[src/rtl/qpu_io_pkg.sv]
// Shared register map, bit positions and constants for the QPU_V I/O responder.
package qpu_io_pkg;

  localparam logic [3:0] REG_GPIO_OUT   = 4'd0;
  localparam logic [3:0] REG_GPIO_IN    = 4'd1;
  localparam logic [3:0] REG_TMR_RELOAD = 4'd2;
  localparam logic [3:0] REG_TMR_CTRL   = 4'd3;
  localparam logic [3:0] REG_TMR_COUNT  = 4'd4;
  localparam logic [3:0] REG_IRQ_STAT   = 4'd5;
  localparam logic [3:0] REG_IRQ_EN     = 4'd6;
  localparam logic [3:0] REG_PRESCALE   = 4'd7;
  localparam logic [3:0] REG_EDGE_MASK  = 4'd8;
  localparam logic [3:0] REG_WDT_KICK   = 4'd9;

  localparam int CTRL_EN   = 0;
  localparam int CTRL_AUTO = 1;
  localparam int CTRL_DONE = 2;

  localparam int STAT_TMR  = 0;
  localparam int STAT_EDGE = 1;

  localparam logic [7:0] WDT_KICK_VAL = 8'h5A;

endpackage

[src/rtl/qpu_io_timer.sv]
// Prescaled down-counter: ticks every PRESCALE+1 cycles while enabled, flags expiry at zero.
module qpu_io_timer
  import qpu_io_pkg::*;
#(
  parameter int PRESC_W = 8
) (
  input  logic       clk,
  input  logic       reset,
  input  logic       en_i,
  input  logic       auto_i,
  input  logic [7:0] presc_i,
  input  logic [7:0] reload_i,
  input  logic       load_i,
  input  logic [7:0] load_val_i,
  output logic [7:0] count_o,
  output logic       expire_o
);

  logic [PRESC_W-1:0] presc_cnt_q, presc_cnt_d;
  logic [7:0]         count_q, count_d;
  logic               tick;
  logic               expire;

  always_comb begin
    tick        = en_i && (presc_cnt_q == PRESC_W'(presc_i));
    presc_cnt_d = '0;
    if (en_i && !tick) begin
      presc_cnt_d = presc_cnt_q + PRESC_W'(1);
    end

    expire  = tick && (count_q == 8'd0);
    count_d = count_q;
    if (tick) begin
      if (count_q != 8'd0) begin
        count_d = count_q - 8'd1;
      end else if (auto_i) begin
        count_d = reload_i;
      end
    end
    // A CPU write to RELOAD overrides whatever the tick would have done.
    if (load_i) begin
      count_d = load_val_i;
    end
  end

  always_ff @(posedge clk) begin
    if (reset) begin
      presc_cnt_q <= '0;
      count_q     <= '0;
    end else begin
      presc_cnt_q <= presc_cnt_d;
      count_q     <= count_d;
    end
  end

  assign count_o  = count_q;
  assign expire_o = expire;

endmodule

[src/rtl/qpu_io_responder.sv]
// I/O-space responder for QPU_V: GPIO, prescaled timer, IRQ status/enable, IRQ1/IRQ2.
// Optional watchdog on address 9 is built only when QPU_IO_WDT_EN is defined.
module qpu_io_responder
  import qpu_io_pkg::*;
#(
  parameter int          GPIO_W     = 8,
  parameter int          PRESC_W    = 8,
  parameter logic [15:0] WDT_CYCLES = 16'hFFFF
) (
  input  logic              clk,
  input  logic              reset,
  input  logic [9:0]        M_AddrI,
  input  logic              M_WEI,
  input  logic              M_IOI,
  input  logic [7:0]        W_DinI,
  output logic [7:0]        M_DoutO,
  input  logic [GPIO_W-1:0] gpio_in,
  output logic [GPIO_W-1:0] gpio_out,
  output logic              IRQ1,
  output logic              IRQ2,
  output logic              wdt_rst
);

  logic       sel, wr, rd;
  logic [3:0] reg_addr;

  logic [GPIO_W-1:0] gpio_out_q;
  logic [GPIO_W-1:0] sync1_q, sync2_q, sync_d_q;
  logic [GPIO_W-1:0] edge_mask_q;
  logic [GPIO_W-1:0] rise;
  logic [7:0]        reload_q;
  logic [7:0]        presc_q;
  logic              ctrl_en_q, ctrl_en_d;
  logic              ctrl_auto_q, ctrl_auto_d;
  logic              ctrl_done_q, ctrl_done_d;
  logic [1:0]        stat_q, stat_d;
  logic [1:0]        irq_en_q;
  logic              irq1_q, irq2_q;
  logic              wdt_rst_q;

  logic [7:0]        tmr_count;
  logic              tmr_expire;
  logic [7:0]        rdata;

  logic wr_gpio, wr_reload, wr_ctrl, wr_stat, wr_irq_en, wr_presc, wr_mask;

  assign sel      = M_IOI && (M_AddrI[9:4] == 6'd0);
  assign wr       = sel && M_WEI;
  assign rd       = sel && !M_WEI;
  assign reg_addr = M_AddrI[3:0];

  assign wr_gpio   = wr && (reg_addr == REG_GPIO_OUT);
  assign wr_reload = wr && (reg_addr == REG_TMR_RELOAD);
  assign wr_ctrl   = wr && (reg_addr == REG_TMR_CTRL);
  assign wr_stat   = wr && (reg_addr == REG_IRQ_STAT);
  assign wr_irq_en = wr && (reg_addr == REG_IRQ_EN);
  assign wr_presc  = wr && (reg_addr == REG_PRESCALE);
  assign wr_mask   = wr && (reg_addr == REG_EDGE_MASK);

  qpu_io_timer #(
    .PRESC_W (PRESC_W)
  ) u_timer (
    .clk        (clk),
    .reset      (reset),
    .en_i       (ctrl_en_q),
    .auto_i     (ctrl_auto_q),
    .presc_i    (presc_q),
    .reload_i   (reload_q),
    .load_i     (wr_reload),
    .load_val_i (W_DinI),
    .count_o    (tmr_count),
    .expire_o   (tmr_expire)
  );

  assign rise = sync2_q & ~sync_d_q & edge_mask_q;

  always_comb begin
    ctrl_en_d   = ctrl_en_q;
    ctrl_auto_d = ctrl_auto_q;
    ctrl_done_d = ctrl_done_q;
    if (tmr_expire && !ctrl_auto_q) begin
      ctrl_en_d   = 1'b0;
      ctrl_done_d = 1'b1;
    end
    // The CPU's EN wins over a same-cycle one-shot expiry.
    if (wr_ctrl) begin
      ctrl_en_d   = W_DinI[CTRL_EN];
      ctrl_auto_d = W_DinI[CTRL_AUTO];
      if (W_DinI[CTRL_EN]) begin
        ctrl_done_d = 1'b0;
      end
    end

    // Hardware sets are applied after the W1C so a colliding set survives.
    stat_d = stat_q;
    if (wr_stat) begin
      stat_d = stat_q & ~W_DinI[1:0];
    end
    if (tmr_expire) begin
      stat_d[STAT_TMR] = 1'b1;
    end
    if (|rise) begin
      stat_d[STAT_EDGE] = 1'b1;
    end
  end

  always_ff @(posedge clk) begin
    if (reset) begin
      gpio_out_q  <= '0;
      sync1_q     <= '0;
      sync2_q     <= '0;
      sync_d_q    <= '0;
      edge_mask_q <= '0;
      reload_q    <= '0;
      presc_q     <= '0;
      ctrl_en_q   <= 1'b0;
      ctrl_auto_q <= 1'b0;
      ctrl_done_q <= 1'b0;
      stat_q      <= '0;
      irq_en_q    <= '0;
      irq1_q      <= 1'b0;
      irq2_q      <= 1'b0;
    end else begin
      sync1_q     <= gpio_in;
      sync2_q     <= sync1_q;
      sync_d_q    <= sync2_q;
      ctrl_en_q   <= ctrl_en_d;
      ctrl_auto_q <= ctrl_auto_d;
      ctrl_done_q <= ctrl_done_d;
      stat_q      <= stat_d;
      irq1_q      <= stat_q[STAT_TMR] & irq_en_q[0];
      irq2_q      <= stat_q[STAT_EDGE] & irq_en_q[1];
      if (wr_gpio) begin
        gpio_out_q <= W_DinI[GPIO_W-1:0];
      end
      if (wr_reload) begin
        reload_q <= W_DinI;
      end
      if (wr_irq_en) begin
        irq_en_q <= W_DinI[1:0];
      end
      if (wr_presc) begin
        presc_q <= W_DinI;
      end
      if (wr_mask) begin
        edge_mask_q <= W_DinI[GPIO_W-1:0];
      end
    end
  end

`ifdef QPU_IO_WDT_EN
  logic [15:0] wdt_cnt_q;
  logic        wr_kick;

  assign wr_kick = wr && (reg_addr == REG_WDT_KICK);

  // Any kick restarts the count; only the magic value releases a fired watchdog.
  always_ff @(posedge clk) begin
    if (reset) begin
      wdt_cnt_q <= '0;
      wdt_rst_q <= 1'b0;
    end else if (wr_kick) begin
      wdt_cnt_q <= '0;
      if (W_DinI == WDT_KICK_VAL) begin
        wdt_rst_q <= 1'b0;
      end
    end else if (wdt_cnt_q == WDT_CYCLES) begin
      wdt_rst_q <= 1'b1;
    end else begin
      wdt_cnt_q <= wdt_cnt_q + 16'd1;
    end
  end
`else
  logic unused_wdt_cycles;

  assign wdt_rst_q         = 1'b0;
  assign unused_wdt_cycles = ^WDT_CYCLES;
`endif

  always_comb begin
    rdata = '0;
    if (rd) begin
      case (reg_addr)
        REG_GPIO_OUT:   rdata[GPIO_W-1:0] = gpio_out_q;
        REG_GPIO_IN:    rdata[GPIO_W-1:0] = sync2_q;
        REG_TMR_RELOAD: rdata = reload_q;
        REG_TMR_CTRL:   rdata[2:0] = {ctrl_done_q, ctrl_auto_q, ctrl_en_q};
        REG_TMR_COUNT:  rdata = tmr_count;
        REG_IRQ_STAT:   rdata[1:0] = stat_q;
        REG_IRQ_EN:     rdata[1:0] = irq_en_q;
        REG_PRESCALE:   rdata = presc_q;
        REG_EDGE_MASK:  rdata[GPIO_W-1:0] = edge_mask_q;
        REG_WDT_KICK:   rdata[0] = wdt_rst_q;
        default:        rdata = '0;
      endcase
    end
  end

  assign M_DoutO  = rdata;
  assign gpio_out = gpio_out_q;
  assign IRQ1     = irq1_q;
  assign IRQ2     = irq2_q;
  assign wdt_rst  = wdt_rst_q;

endmodule
[config.mk]
export PLATFORM = sky130hd
export DESIGN_NAME = qpu_io_responder
export DESIGN_NICKNAME = d
export VERILOG_FILES = /design/src/rtl/qpu_io_pkg.sv /design/src/rtl/qpu_io_timer.sv /design/src/rtl/qpu_io_responder.sv
export SDC_FILE = /design/constraint.sdc
export NUM_CORES = 1
export LEC_CHECK = 0
export BUFFER_PORTS_ARGS = -buffer_cell sky130_fd_sc_hd__buf_2
export CAP_MARGIN = 40
export CORE_MARGIN = 4
export CORE_UTILIZATION = 45
export CTS_BUF_LIST = sky130_fd_sc_hd__clkbuf_8
export DETAILED_ROUTE_END_ITERATION = 8
export PLACE_DENSITY_LB_ADDON = 0.3
export RECOVER_POWER = 50
export SLEW_MARGIN = 10
export SYNTH_ARGS = -nofsm -noshare
export SYNTH_HDL_FRONTEND = slang
export SYNTH_SLANG_ARGS = --single-unit
[constraint.sdc]
create_clock -name clk -period 3.4 [get_ports clk]
set_clock_uncertainty 0.2 [all_clocks]
set_input_delay 0.17 -clock clk [delete_from_list [all_inputs] [get_ports clk]]
set_output_delay 0.17 -clock clk [all_outputs]
set_load 0.01 [all_outputs]
---- Word level (Yosys, flattened, before mapping) ----
Cells that the tools add are included.
storage, ports and cells
  register bits ........................... 81
  input port bits ......................... 30
  word-level logic and storage cells ...... 82
operators by class
  add/sub/neg operators ................... 2
  equal/unequal tests ..................... 9
  mux-type cells .......................... 17
  bitwise operators ....................... 8
  reduce and logical (&&, ||, !) cells .... 29
operators by type and width
  cell                 count
  $mux 8               5
  $pmux 5 s6           1
  $pmux 1 s9           2
  $and 8x8->8          2
  $eq 4x3->1 const B   4
  $logic_and 1x1->1    14
  $add 8x1->8 const B  1
  $eq 4x2->1 const B   2
  $eq 8x8->1           1
  $logic_not 8->1      1
  $not 8->8            1
  $reduce_bool 2->1    4
  $reduce_bool 8->1    1
  $reduce_or 8->1      1
  $sub 8x1->8 const B  1
  $mux 1               7
  $pmux 1 s7           1
  $logic_not 6->1      1
  $eq 4x1->1 const B   1
  $eq 4x4->1 const B   1
  $logic_not 4->1      1
  $logic_not 1->1      3
  $reduce_bool 3->1    1
  $and 1x1->1          2
  other kinds (6)      6

---- Logic depth before layout (Yosys ltp) ----
  depth in word-level cells ............... 7
  depth in mapped cells ................... 8
  depth with buffers taken out ............ 7

---- Modules after synthesis ----
Synthesis repeated with hierarchy kept, for this count alone.
unflattened totals
  cell total of the unflattened synthesis .. 430
  area total of the unflattened synthesis .. 4000.1 sq um
by module, submodules not included
  module            instances  cells an instance  area each (sq um)  sequential area each (sq um)
  qpu_io_responder  1          299                2864.0             1301.2
  qpu_io_timer      1          131                1136.1             320.3

---- Worst setup path after synthesis ----
Ideal clock, no wire load.
  kind .................................... register to register
  start ................................... reg u_timer.count_q[0], in the netlist u_timer.count_o[0]
  end ..................................... reg u_timer.count_q[2], in the netlist u_timer.count_o[2]
  setup time .............................. 91 ps
  arrival time ............................ 1997 ps
  required time ........................... 3109 ps
  setup slack ............................. 1112 ps
  stages on the path, launching flop included .. 9
  buffers on the path ..................... 1
  clock period less this slack ............ 2288 ps
  path through ............................ dfxtp_1 inv_1 ha_1 or4b_1 buf_6 nor2_8 nor2_1 or4_1 a311oi_1
on the way
  cells in the longest elaborated chain, start to end .. 4
  elaborated cells on any way between the ends .. 7
ends and longest elaborated chain
  item                                              line                                    text
  start, declared                                   qpu_io_timer.sv:20                      logic [7:0] count_q, count_d;
  start signal, assigned                            qpu_io_timer.sv:52                      count_q <= count_d;
  $sub 8x1->8 or $reduce_bool 8->1 (tied branches)  qpu_io_timer.sv:35, qpu_io_timer.sv:34
  $mux 8                                            qpu_io_timer.sv:34                      if (count_q != 8'd0) begin
  $mux 8                                            qpu_io_timer.sv:33                      if (tick) begin
  $mux 8                                            qpu_io_timer.sv:41                      if (load_i) begin
Several ways; a longest one is shown, not always the timed one. The select of a mux whose other input is x is not followed.
A chain may end at the register's enable or synchronous reset.

---- Worst setup path in the final report ----
Ends and elaborated chain as after synthesis.

==> impl_metrics.json <==
{
  "nets": 552,
  "cts_setup_buffers": 0,
  "drtIter0Drc": 235,
  "post-place-cells": 597,
  "cts_hold_buf": 16,
  "cts_root_buf": "clkbuf_8",
  "syn_avg_cell_area_sq_um": 8.33,
  "grt_pass1_vias": 3391,
  "antenna_cells": 0,
  "critPathMaxStageDelay_ns": 0.68,
  "holdPathStages": 5,
  "hold_start": "M_WEI",
  "critPathArrivalTime_ns": 2.67,
  "path_class": "register to register",
  "critPathMaxFanout": 7,
  "area_delta_synth_final_pct": 16.1,
  "worstMarginPinSlew_ns": 2.08,
  "dieArea_sq_mm": 0.0103,
  "final-seq-area_sq_mm": 0.00162,
  "start_util_pct": 47.0,
  "design_power_total_mw": 1.92,
  "firstDrtPassIters": 6,
  "boundaryPins": 49,
  "wl_per_cell_microns": 17.2,
  "hold_path.class": "input pin to register",
  "synth_area_sq_mm": 0.00392,
  "synth-edff-count": 0,
  "multi_input_area_sq_mm": 0.00212,
  "required_ns": 3.44,
  "drc": 0,
  "place.gp.congestion": 0.961,
  "core.rowCount": 33,
  "port_buffers": 47,
  "htreeDepth": 3,
  "yosys.cell_types.count": 61,
  "outcome": "complete, but fails checks",
  "drtAntennaViolNets": 0,
  "setup-violations-final": 0,
  "drt-total-wl_microns": 10800,
  "viasPerCell": 5.77,
  "numCtsBuffers": 9,
  "r2r_end": "u_timer.count_o[2]",
  "final_cells": 628,
  "synthFlopType": "dfxtp_1",
  "fillCellCount": 789,
  "synth_cells": 470,
  "holdPathEnd": "ctrl_en_q",
  "grt_setup_unrepaired": "no",
  "ys_ff_latch": 81,
  "cts_tree": "yes",
  "insertion_delay_ns": 0.35,
  "hold_viol": 0,
  "slowest_stage": "or4b_1",
  "reg2reg_depth": 7,
  "final.setup.tns_ns": 0,
  "post-dp-hpwl_microns": 7680,
  "crit_buf_inv": 1,
  "cap_viol_max_count": 1,
  "grt_first_pass_wirelength_microns": 17500,
  "min_period_over_period_pct": 77.3,
  "clkSlewWorstSetupHoldPaths_ns": 0.08,
  "ir_worst_vdd_mv": 0.218,
  "maxSlewHeadroom_pct": -38.9,
  "synthArstFlopShare_pct": 0,
  "postCtsResizedCells": 0,
  "syn_nets": 503,
  "leakage_nw": 1.67,
  "violations": "max-capacitance violations, max-slew violations",
  "max_clock_freq_mhz": 380,
  "r2r-start": "u_timer.count_o[0]",
  "core_sq_mm": 0.00834,
  "yosysSeqAreaShare_pct": 41.4,
  "grt_max_degree": 46,
  "layout_min_cycle_time_ns": 2.63,
  "clk_path_buf_depth": 2,
  "drv_slew": 46,
  "final_layout_size_suffix_gt1_share_pct": 14.0,
  "layout_common_cells": "nand2_1 (96), dfxtp_1 (81), a21oi_1 (45), buf_2 (37), nor2_1 (33)",
  "layout_commonest_cell": "nand2_1",
  "crit_path_cell_trace": "inv_1 > ha_1 > or4b_1 > nor2_8 > nor2_1 > or4_1 > a311oi_1",
  "clock-sinks": 81,
  "crit_family": "simple AND/OR/NAND/NOR gates",
  "grt_use_total_pct": 21.5,
  "antenna_found_initial": 0,
  "fp.dieH_microns": 101,
  "synth_warnings": 0,
  "num_vias": 3622,
  "p_per_area_mw_per_mm2": 421,
  "cp-start-kind": "register",
  "r2r_slack_ns": 0.77,
  "grt-ovfl-total": 0,
  "die_w_microns": 101,
  "crit_path_end_kind": "register"
}
-- Yosys cell counts (all sizes together), types with 6 or more instances --
master / instances / area (sq um)
nand2: 96 / 360
dfxtp: 81 / 1620
a21oi: 45 / 225
nor2: 34 / 144
nor2b: 27 / 169
clkbuf: 21 / 78.8
xor2: 14 / 123
nand3: 13 / 77.6
nor3: 11 / 66.3
inv: 9 / 33.8
o21ai: 9 / 45.0
buf: 8 / 66.3
and3: 7 / 43.8
mux2i: 7 / 70.1
nor4b: 7 / 82.6
a211oi: 6 / 45.0
a22o: 6 / 52.6
mux2: 6 / 67.6
or3: 6 / 42.5
-- state kept, by name, indices dropped and copies added (netlist names) --
register,flops
ctrl_en_q,1
u_timer.count_o,8
irq_en_q,2
edge_mask_q,8
reload_q,8
u_timer.presc_cnt_q,8
stat_q,2
gpio_out,8
IRQ1,1
sync2_q,8
IRQ2,1
sync1_q,8
presc_q,8
sync_d_q,8
ctrl_done_q,1
ctrl_auto_q,1
-- cells by family after synthesis --
group           count (synthesis)  synth area share (%)
flops                          81                  41.4
fa+ha+maj                       3                 0.959
other cells                     1                0.0958
simple gates                  220                  29.5
mux                            14                  4.09
buf+inv                        38                  4.57
xor+xnor                       16                  3.58
compound gates                 97                  15.8
-- worst register-to-register path, cell delays in order (launching register included) --
cell      delay, ns
dfxtp_1        0.37
inv_1          0.12
ha_1           0.23
or4b_1         0.68
nor2_8         0.22
nor2_1         0.05
or4_1          0.39
a311oi_1       0.27
-- worst max-delay path by stage --
stage / startpoint / endpoint / slack [ns] / depth (start not counted)
floorplan: u_timer.count_o[0] / u_timer.count_o[2] / 1.11 / 8
global placement: u_timer.count_o[0] / u_timer.count_o[7] / 0.88 / 7
detailed placement: u_timer.count_o[0] / u_timer.count_o[7] / 0.80 / 7
CTS: u_timer.count_o[0] / u_timer.count_o[7] / 0.79 / 7
global route: u_timer.count_o[0] / u_timer.count_o[2] / 0.64 / 7
finish: u_timer.count_o[0] / u_timer.count_o[2] / 0.77 / 7
-- where the power goes --
part / switching (mW) / internal (mW)
clock: 0.362 / 0.489
sequential: 0.00501 / 0.959
combinational: 0.0607 / 0.0418
total: 0.427 / 1.49
-- layout make-up --
class | instances | area share [%]
Multi-Input combinational cell | 351 | 46.5
Tap cell | 105 | 2.89
Inverter | 9 | 0.743
Timing Repair Buffer | 67 | 8.94
Clock buffer | 9 | 2.72
Clock inverter | 6 | 2.53
Sequential cell | 81 | 35.7
-- routing by layer --
metal | wire length (microns) | global-route usage [%] | vias up
met5 | 0 | 0 | -
met4 | 226 | 7.36 | 0
met3 | 807 | 4.82 | 18
met2 | 4890 | 33.2 | 140
met1 | 4860 | 29.7 | 1731
li1 | - | - | 1733
-- through the flow --
step	cell area (sq um)	worst slack, ns	utilization [%]	hold WS, ns
2_1_floorplan	3920	1.11	-	0.0846
3_3_place_gp	4160	0.882	49.9	0.177
3_5_place_dp	4170	0.804	49.9	0.182
4_1_cts	4560	0.786	54.7	0.127
5_1_grt	4550	0.635	54.5	0.195
6_report	4550	0.770	54.5	0.148
(Power assumes the default switching activity.)
